**src/rtl/vcmux_rr_pkg.sv**
```systemverilog
// Shared defaults, enable constants and a one-hot to index helper for the VC output mux.
package vcmux_rr_pkg;

  localparam int DATAW_DEF = 64;
  localparam int VCHW_DEF  = 2;
  localparam int PORTW_DEF = 3;

  localparam int ENABLE  = 1;
  localparam int DISABLE = 0;

  // Widest one-hot vector the helper accepts; callers zero-extend.
  localparam int OH_MAXW = 32;

  // OR-ing the indices of set bits gives the index for a one-hot input and 0 for all-zero.
  function automatic int unsigned oh2idx(input logic [OH_MAXW-1:0] oh);
    int unsigned idx;
    idx = 0;
    for (int i = 0; i < OH_MAXW; i++) begin
      if (oh[i]) idx = idx | int'(i);
    end
    return idx;
  endfunction

endpackage

```
**src/rtl/vcmux_rr_arbiter.sv**
```systemverilog
// Rotating-priority arbiter: a non-zero hold_vec wins outright, otherwise the
// lowest requester at or above ptr wins, wrapping to the lowest requester overall.
module rr_arbiter
  import vcmux_rr_pkg::*;
#(
  parameter int NVC = 4,
  parameter int IDW = 2
) (
  input  logic [NVC-1:0] req,
  input  logic [IDW-1:0] ptr,
  input  logic [NVC-1:0] hold_vec,
  output logic [NVC-1:0] gnt
);

  logic [NVC-1:0] lo_mask;
  logic [NVC-1:0] req_hi;
  logic [NVC-1:0] pick_src;
  logic [NVC-1:0] rr_gnt;

  assign lo_mask  = (NVC'(1) << ptr) - NVC'(1);
  assign req_hi   = req & ~lo_mask;
  assign pick_src = (|req_hi) ? req_hi : req;
  // Isolate the lowest set bit of the chosen search window.
  assign rr_gnt   = pick_src & (~pick_src + NVC'(1));
  assign gnt      = (|hold_vec) ? hold_vec : rr_gnt;

endmodule

```
**src/rtl/vcmux_rr.sv**
```systemverilog
// N-VC output mux with round-robin grant, packet or request locking and a max-hold guard.
// Grant is same-cycle combinational; data follows the registered lock one cycle later; out_stall freezes lock state.
module vcmux_rr
  import vcmux_rr_pkg::*;
#(
  parameter int NVC      = 4,
  parameter int DATAW    = DATAW_DEF,
  parameter int VCHW     = VCHW_DEF,
  parameter int PORTW    = PORTW_DEF,
  parameter int PKT_LOCK = ENABLE,
  parameter int MAX_HOLD = 16,
  localparam int IDW     = (NVC > 1) ? $clog2(NVC) : 1
) (
  input  logic                   clk,
  input  logic                   rst,
  input  logic [NVC-1:0]         in_valid,
  input  logic [NVC-1:0]         in_req,
  input  logic [NVC-1:0]         in_tail,
  input  logic [NVC*DATAW-1:0]   in_data,
  input  logic [NVC*VCHW-1:0]    in_vch,
  input  logic [NVC*PORTW-1:0]   in_port,
  input  logic                   out_stall,
  output logic                   ovalid,
  output logic [DATAW-1:0]       odata,
  output logic [VCHW-1:0]        ovch,
  output logic                   req,
  output logic [PORTW-1:0]       port,
  output logic [NVC-1:0]         vcsel,
  output logic [IDW-1:0]         gnt_id
);

  localparam int HCW = (MAX_HOLD > 0) ? $clog2(MAX_HOLD + 1) : 1;
  localparam logic [HCW-1:0] HOLD_SAT  = HCW'(MAX_HOLD);
  localparam logic [HCW-1:0] HOLD_LAST = (MAX_HOLD > 0) ? HCW'(MAX_HOLD - 1) : '0;

  logic           lock_vld;
  logic [IDW-1:0] lock_id;
  logic [IDW-1:0] rr_ptr;
  logic [HCW-1:0] hold_cnt;

  logic [NVC-1:0] lock_oh;
  logic [NVC-1:0] hold_vec;
  logic [NVC-1:0] grt;
  logic [IDW-1:0] grt_id;
  logic [IDW-1:0] next_ptr;
  logic           ovalid_int;
  logic           acc;
  logic           rel;
  logic           hold;

  logic [DATAW-1:0] data_sel;
  logic [VCHW-1:0]  vch_sel;
  logic [PORTW-1:0] port_sel;

  assign lock_oh    = NVC'(1) << lock_id;
  assign ovalid_int = lock_vld & |(in_valid & lock_oh);
  assign acc        = ovalid_int & ~out_stall;

  generate
    if (PKT_LOCK != DISABLE) begin : g_pkt_lock
      // Only an accepted tail ends the packet; dropping the request mid-packet does not.
      assign rel = acc & |(in_tail & lock_oh);
    end else begin : g_req_lock
      logic req_own;
      logic req_other;
      assign req_own   = |(in_req & lock_oh);
      assign req_other = |(in_req & ~lock_oh);
      assign rel = ~req_own |
                   ((MAX_HOLD != 0) & (hold_cnt == HOLD_LAST) & acc & req_other);
    end
  endgenerate

  assign hold     = lock_vld & ~rel;
  assign hold_vec = hold ? lock_oh : '0;

  rr_arbiter #(
    .NVC (NVC),
    .IDW (IDW)
  ) u_arb (
    .req      (in_req),
    .ptr      (rr_ptr),
    .hold_vec (hold_vec),
    .gnt      (grt)
  );

  assign grt_id   = IDW'(oh2idx(OH_MAXW'(grt)));
  assign next_ptr = (grt_id == IDW'(NVC - 1)) ? '0 : grt_id + 1'b1;

  always_comb begin
    data_sel = '0;
    vch_sel  = '0;
    port_sel = '0;
    for (int i = 0; i < NVC; i++) begin
      if (lock_vld && lock_oh[i]) begin
        data_sel = in_data[i*DATAW +: DATAW];
        vch_sel  = in_vch[i*VCHW +: VCHW];
      end
      if (grt[i]) port_sel = in_port[i*PORTW +: PORTW];
    end
  end

  // Registered-state outputs clear through the async reset; combinational ones are gated here.
  assign ovalid = ovalid_int;
  assign odata  = data_sel;
  assign ovch   = vch_sel;
  assign gnt_id = lock_id;
  assign req    = ~rst & |in_req;
  assign vcsel  = rst ? '0 : grt;
  assign port   = rst ? '0 : port_sel;

  always_ff @(posedge clk or posedge rst) begin
    if (rst) begin
      lock_vld <= 1'b0;
      lock_id  <= '0;
      rr_ptr   <= '0;
      hold_cnt <= '0;
    end else begin
      lock_vld <= |grt;
      lock_id  <= grt_id;
      if (hold) begin
        if (acc && hold_cnt != HOLD_SAT) hold_cnt <= hold_cnt + 1'b1;
      end else begin
        hold_cnt <= '0;
        if (|grt) rr_ptr <= next_ptr;
      end
    end
  end

endmodule

```
**config.mk**
```make
export PLATFORM = sky130hd
export DESIGN_NAME = vcmux_rr
export DESIGN_NICKNAME = d
export VERILOG_FILES = /design/src/rtl/vcmux_rr_pkg.sv /design/src/rtl/vcmux_rr_arbiter.sv /design/src/rtl/vcmux_rr.sv
export SDC_FILE = /design/constraint.sdc
export NUM_CORES = 1
export LEC_CHECK = 0
export CORE_AREA = 3 3 143 145
export CTS_CLUSTER_DIAMETER = 200
export DETAILED_ROUTE_END_ITERATION = 10
export DIE_AREA = 0 0 146 148
export PLACE_DENSITY = 0.59
export SETUP_SLACK_MARGIN = 0.02
export SLEW_MARGIN = 25
export SYNTH_ARGS = -nofsm -noshare
export SYNTH_HDL_FRONTEND = slang
export SYNTH_SLANG_ARGS = --single-unit
```
**constraint.sdc**
```tcl
create_clock -name clk -period 2.6 [get_ports clk]
set_clock_uncertainty 0.1 [all_clocks]
set_input_delay 0.65 -clock clk [delete_from_list [all_inputs] [get_ports clk]]
set_output_delay 0.65 -clock clk [all_outputs]
set_load 0.01 [all_outputs]
```
; ---- After elaboration in Yosys (flattened, before gate mapping)
; Cells that the tools add are included.
[word_totals]
out_inout_bits = 77
ff_bits = 5
word_cells = 56
[op_classes]
muxes = 21
n_bitwise = 15
shift = 2
reduce_logical = 11
add_sub_neg = 3
n_eq_ne = 1
[op_table]
columns = cell, n
row1 = two-way mux 64 bit, 4
row2 = OR reduction 4 bit, 6
row3 = AND 4 bit, 4
row4 = two-way mux 4 bit, 4
row5 = two-way mux 3 bit, 5
row6 = two-way mux 2 bit, 7
row7 = inverter 4 bit, 2
row8 = "<< shifter 1 x 2 -> 4 bit, first input constant", 2
row9 = AND 1 bit, 5
row10 = "adder 4 x 1 -> 4 bit, second input constant", 1
row11 = logical AND 1 bit, 4
row12 = inverter 1 bit, 4
row13 = "subtractor 4 x 2 -> 4 bit, second input constant", 1
row14 = "adder 2 x 1 -> 2 bit, second input constant", 1
row15 = "== test 2 bit, second input constant", 1
row16 = AND reduction 2 bit, 1
row17 = two-way mux 1 bit, 1

; ---- Logic depth before layout (Yosys ltp)
[logic_depth]
word_depth = 16
ltp_mapped = 7
ltp_nobuf = 6

; ---- Modules after synthesis
; A second synthesis with hierarchy kept.
[hier_totals]
cells_unflattened = 235
area_unflattened_um2 = 2600.0
[by_module_without_submodules]
columns = mod, area_per_inst_um2, instances, seq_area_each_um2, cells_per_inst
row1 = vcmux_rr, 2469.9, 1, 125.1, 213
row2 = rr_arbiter, 130.1, 1, 0.0, 22

; ---- Worst setup path after synthesis
; No wires, ideal clock.
[synth_path]
path_kind = in2out
start = input port in_tail[2]
end = output port port[0]
setup_slack_ns = -0.151
arrival_time_ns = 2.001
required_ns = 1.850
path_stages = 6
cell_sequence = mux2i_1 -> o41ai_4 -> a21o_4 -> mux2i_4 -> a221oi_1 -> a211oi_1
[synth_via]
elab_chain_cells = 13
[synth_rtl]
columns = element, line_no
row1 = "start, declared", vcmux_rr.sv:18  ; input logic [NVC-1:0] in_tail,
row2 = AND 4 bit (*), vcmux_rr.sv:62  ; assign rel = acc & |(in_tail & lock_oh);
row3 = OR reduction 4 bit (*), vcmux_rr.sv:62
row4 = AND 1 bit (*), vcmux_rr.sv:62
row5 = inverter 1 bit (*), vcmux_rr.sv:73  ; assign hold = lock_vld & ~rel;
row6 = AND 1 bit (*), vcmux_rr.sv:73
row7 = two-way mux 4 bit (*), vcmux_rr.sv:74  ; assign hold_vec = hold ? lock_oh : '0;
row8 = OR reduction 4 bit, vcmux_rr_arbiter.sv:25  ; assign gnt = (|hold_vec) ? hold_vec : rr_gnt;
row9 = two-way mux 4 bit (*), vcmux_rr_arbiter.sv:25
row10 = two-way mux 3 bit (3 in a row), vcmux_rr.sv:98  ; if (grt[i]) port_sel = in_port[i*PORTW +: PORTW];
row11 = two-way mux 3 bit (*), vcmux_rr.sv:98
row12 = two-way mux 3 bit (*), vcmux_rr.sv:109  ; assign port = rst ? '0 : port_sel;
row13 = "end, declared", vcmux_rr.sv:27  ; output logic [PORTW-1:0] port,
; Mark *: on every way between the ends. The rest lies on a longest branch, timed or not.

; ---- Worst setup path in the final report
[layout_path]
start = register lock_id[1] (netlist: gnt_id[1])
end = output port port[1]
[layout_via]
elab_chain_cells = 16
word_cells_on_any_way = 18
cone_classes = shift: 1 / mux: 7 / bitwise: 7 / reduce/logical: 3
[layout_rtl]
columns = element, line_no
row1 = "start, declared", vcmux_rr.sv:37  ; logic [IDW-1:0] lock_id;
row2 = "start signal, assigned", vcmux_rr.sv:119  ; lock_id <= grt_id;
row3 = << shifter 1 x 2 -> 4 bit (*), vcmux_rr.sv:55  ; assign lock_oh = NVC'(1) << lock_id;
row4 = AND 4 bit, vcmux_rr.sv:56  ; assign ovalid_int = lock_vld & |(in_valid & lock_oh);
row5 = OR reduction 4 bit, vcmux_rr.sv:56
row6 = AND 1 bit, vcmux_rr.sv:56
row7 = AND 1 bit, vcmux_rr.sv:57  ; assign acc = ovalid_int & ~out_stall;
row8 = AND 1 bit, vcmux_rr.sv:62
row9 = inverter 1 bit, vcmux_rr.sv:73
row10 = AND 1 bit, vcmux_rr.sv:73
row11 = two-way mux 4 bit (*), vcmux_rr.sv:74
row12 = OR reduction 4 bit, vcmux_rr_arbiter.sv:25
row13 = two-way mux 4 bit (*), vcmux_rr_arbiter.sv:25
row14 = two-way mux 3 bit (3 in a row), vcmux_rr.sv:98
row15 = two-way mux 3 bit (*), vcmux_rr.sv:98
row16 = two-way mux 3 bit (*), vcmux_rr.sv:109
; Marked as above.

==> impl_metrics.yaml <==
grt:
  grt.total_usage_pct: 15.1
  wire_length_of_the_first_global_routing_pass_microns: 25900
  antenna_found_initial: 0
  grt_remaining_overflow: 0
  grt_start_max_net_pins: 67
  grt_pass1_vias: 4268
clock_network:
  worst_skew_pair.late_latency_ns: 0.23
  path_clk_slew_ns: 0.04
  tritoncts: "built"
  clock_sinks: 5
  cts_root_buf: "sky130_fd_sc_hd__clkbuf_16"
  cts_made_buffers: 3
  clockBufferDepth: 2
  cts_htree_levels: 1
  ctsHoldBuffers: 0
final_layout:
  num-nets-final: 948
  register_area_sq_um: 134
  antenna-diode-count: 0
  filler_cell_count_in_the_final_layout: 1897
  mostFrequentLayoutCell: "sky130_fd_sc_hd__clkdlybuf4s50_1"
  post_route_cells_drive_above_1_share_pct: 44.2
  finish.instance_area_sq_mm: 0.00764
  final_core_util_pct: 39.5
  syn2layout_area_growth_pct: 189
  most-common-layout-cells: "257 x sky130_fd_sc_hd__clkdlybuf4s50_1, 66 x sky130_fd_sc_hd__mux4_2, 54 x sky130_fd_sc_hd__buf_6"
  multiInputGateArea_sq_mm: 0.00263
  fin_cells: 921
timing:
  worst-slew-pin-transition_ns: 0.420
  grt_setup_unrepaired: "yes"
  finalWorstSetupSlack_ns: -0.458
  timing_hold_violations_final: 0
  max_freq_ghz: 0.327
  count_of_endpoints_failing_setup_in_the_final_report: 58
  timing.final.crit_period_ns: 3.06
  setup-tns-final_ns: -7.25
  min_period_over_period_pct: 118
  finalMaxSlewViolations: 0
  worst_slew_margin_rel_pct: 72.0
routing:
  drt-total-wl_microns: 18000
  drt-initial-drc-count: 159
  detail-route-antenna-nets: 0
  drt_pass1_iterations: 4
  drt_drc_violations_left: 0
  vias: 3972
  routed_wire_length_per_instance_microns: 19.5
  number_of_vias_per_cell: 4.31
synthesis:
  synth_cells: 240
  synthesis.area_sq_mm: 0.00264
  synth.avg_cell_area_sq_um: 11.0
  yosysUniqueCellTypes: 35
  synth-seq-cells: 5
  synth.yosys.seq_area_share_pct: 4.74
  yosysWarningCount: 0
  syn_nets: 531
power_and_ir_drop:
  p_seq_share_pct: 3.0
  cellLeakagePower_nw: 3.16
  int_pwr_w: 0.00444
  clock_power_share_pct: 3.6
  power.switching_w: 0.00272
  cellPowerDensity_mw_per_mm2: 937
  fin_total_pwr_w: 0.00716
  peakVddDrop_mv: 0.580
  switching_share_pct: 37.9
  p_comb_share_pct: 93.4
worst_setup_path:
  critPathLaunchType: "flip-flop"
  slowest_delay_ns: 0.51
  path_class: "reg2out"
  cp-end-kind: "output pin"
  crit_path_frequent_cell: "sky130_fd_sc_hd__buf_4"
  timing.critical_path.slowest_stage_cell: "sky130_fd_sc_hd__dfrtp_4"
  path_max_fanout: 4
  worst_setup_path_startpoint: "gnt_id[1]$_DFF_PP0_"
  timing.critical_path.required_ns: 1.85
  cp_cell_sequence: "mux2i_4 -> o41ai_4 -> buf_4 -> nand2b_1 -> o211ai_1 -> buf_4 -> a221oi_2 -> a211oi_2 -> buf_2"
  timing.rr.start: "gnt_id[1]$_DFF_PP0_"
  critical_path_arrival_ns: 2.31
  reg2reg_setup_slack_ns: 0.50
die:
  pin_count: 368
  die_area_sq_mm: 0.0216
  std_cell_rows: 51
  fp.dieH_microns: 148
  core_area_sq_mm: 0.0193
  initial_utilization_pct: 13.7
  floorplan.die.width_microns: 146
run_status:
  failed_checks: "negative setup slack"
  run_status: "finished with violations"
job:
  drv_cap: 0
worst_hold_path:
  hold_path.startpoint: "rr_ptr[1]$_DFFE_PP0P_"
  hold_path.class: "reg2reg"
place:
  placement.io_buffers: 367
  post-place-cells: 873
  place.gp.congestion: 0.858
  placedInstanceArea_sq_mm: 0.00681
  hpwlAfterDp_microns: 13900
-- cell families after synthesis --
| family | count (synthesis) | share of synthesized area [%] |
|---|---|---|
| AND/OR/NAND/NOR | 94 | 20.9 |
| AO/OA/AOI/OAI | 36 | 9.81 |
| buffers and inverters | 32 | 5.17 |
| multiplexers | 73 | 59.4 |
| flip-flops | 5 | 4.74 |
-- per-layer routing --
metal,track usage (%),share of wire (%),up-vias
li1,-,-,1797
met2,28.5,55,209
met1,17.4,37,1945
met4,2.73,1.5,0
met5,0,0,-
met3,3.80,7.4,21
-- power by group through the flow --
stage | combinational, W | clock (W) | sequential [W]
2_1_floorplan | 0.00277 | 0 | 0.000163
3_3_place_gp | 0.00531 | 0 | 0.000208
3_5_place_dp | 0.00536 | 0 | 0.000213
4_1_cts | 0.00591 | 0.000260 | 0.000206
5_1_grt | 0.00707 | 0.000269 | 0.000221
6_report | 0.00669 | 0.000256 | 0.000213
-- critical path, delay by kind of cell (launching register included) --
family / cells / cell delay, ns
AO/OA/AOI/OAI: 4 / 0.75
buffers and inverters: 3 / 0.56
flip-flops: 1 / 0.51
multiplexers: 1 / 0.20
AND/OR/NAND/NOR: 1 / 0.05
-- Yosys cell counts (all sizes together) --
master / n / area (sq um)
o22ai: 1 / 6.26
and3: 1 / 6.26
a31oi: 1 / 6.26
o22a: 1 / 8.76
nand3: 2 / 10.0
and2: 67 / 419
inv: 6 / 22.5
nand2: 8 / 30.0
o211ai: 1 / 7.51
buf: 15 / 72.6
o21a: 1 / 7.51
nand2b: 2 / 12.5
mux2i: 7 / 82.6
nor2b: 2 / 12.5
nand4b: 1 / 8.76
o31ai: 2 / 15.0
nor2: 7 / 26.3
nor3: 1 / 5.00
mux4: 66 / 1490
a21o: 4 / 37.5
nand3b: 1 / 7.51
o221ai: 1 / 8.76
dfrtp: 5 / 125
a221oi: 3 / 26.3
o41ai: 1 / 27.5
clkbuf: 11 / 41.3
a21oi: 8 / 40.0
nand4: 2 / 12.5
a211oi: 3 / 22.5
o21ai: 9 / 45.0
-- path summary, 6_finish.rpt --
kind	endpoint	depth (start not counted)
setup / recovery	port[1]	9
hold / removal	rr_ptr[1]$_DFFE_PP0P_	1
setup reg to reg	rr_ptr[0]$_DFFE_PP0P_	11
hold reg to reg	rr_ptr[1]$_DFFE_PP0P_	1
max in group asynchronous	gnt_id[1]$_DFF_PP0_	4
min in group asynchronous	gnt_id[0]$_DFF_PP0_	4
-- final cells by class --
| class | count | share of cell area [%] |
|---|---|---|
| Multi-Input combinational cell | 203 | 34.4 |
| Clock buffer | 3 | 0.983 |
| Inverter | 6 | 0.328 |
| Sequential cell | 5 | 1.75 |
| Tap cell | 265 | 4.34 |
| Timing Repair Buffer | 438 | 58.2 |
| Clock inverter | 1 | 0.0655 |
-- what timing repair did --
item,CTS,global route
pin swaps,17,13
setup endpoints to repair,76,74
gates cloned,4,2
buffers inserted,19,22
hold endpoints to repair,0,0
resized for setup,249,204
-- through the flow --
step	setup WS (ns)	hold WS, ns
floorplan	-0.0400	0.549
global placement	-1.04	0.544
detailed placement	-1.10	0.572
CTS	-0.503	0.576
global route	-0.532	0.622
finish	-0.458	0.592
-- registers in the layout, summed over array words and instances, names as in the netlist --
name      count
gnt_id        2
lock_vld      1
rr_ptr        2
Power figures use the tool's default switching activity.
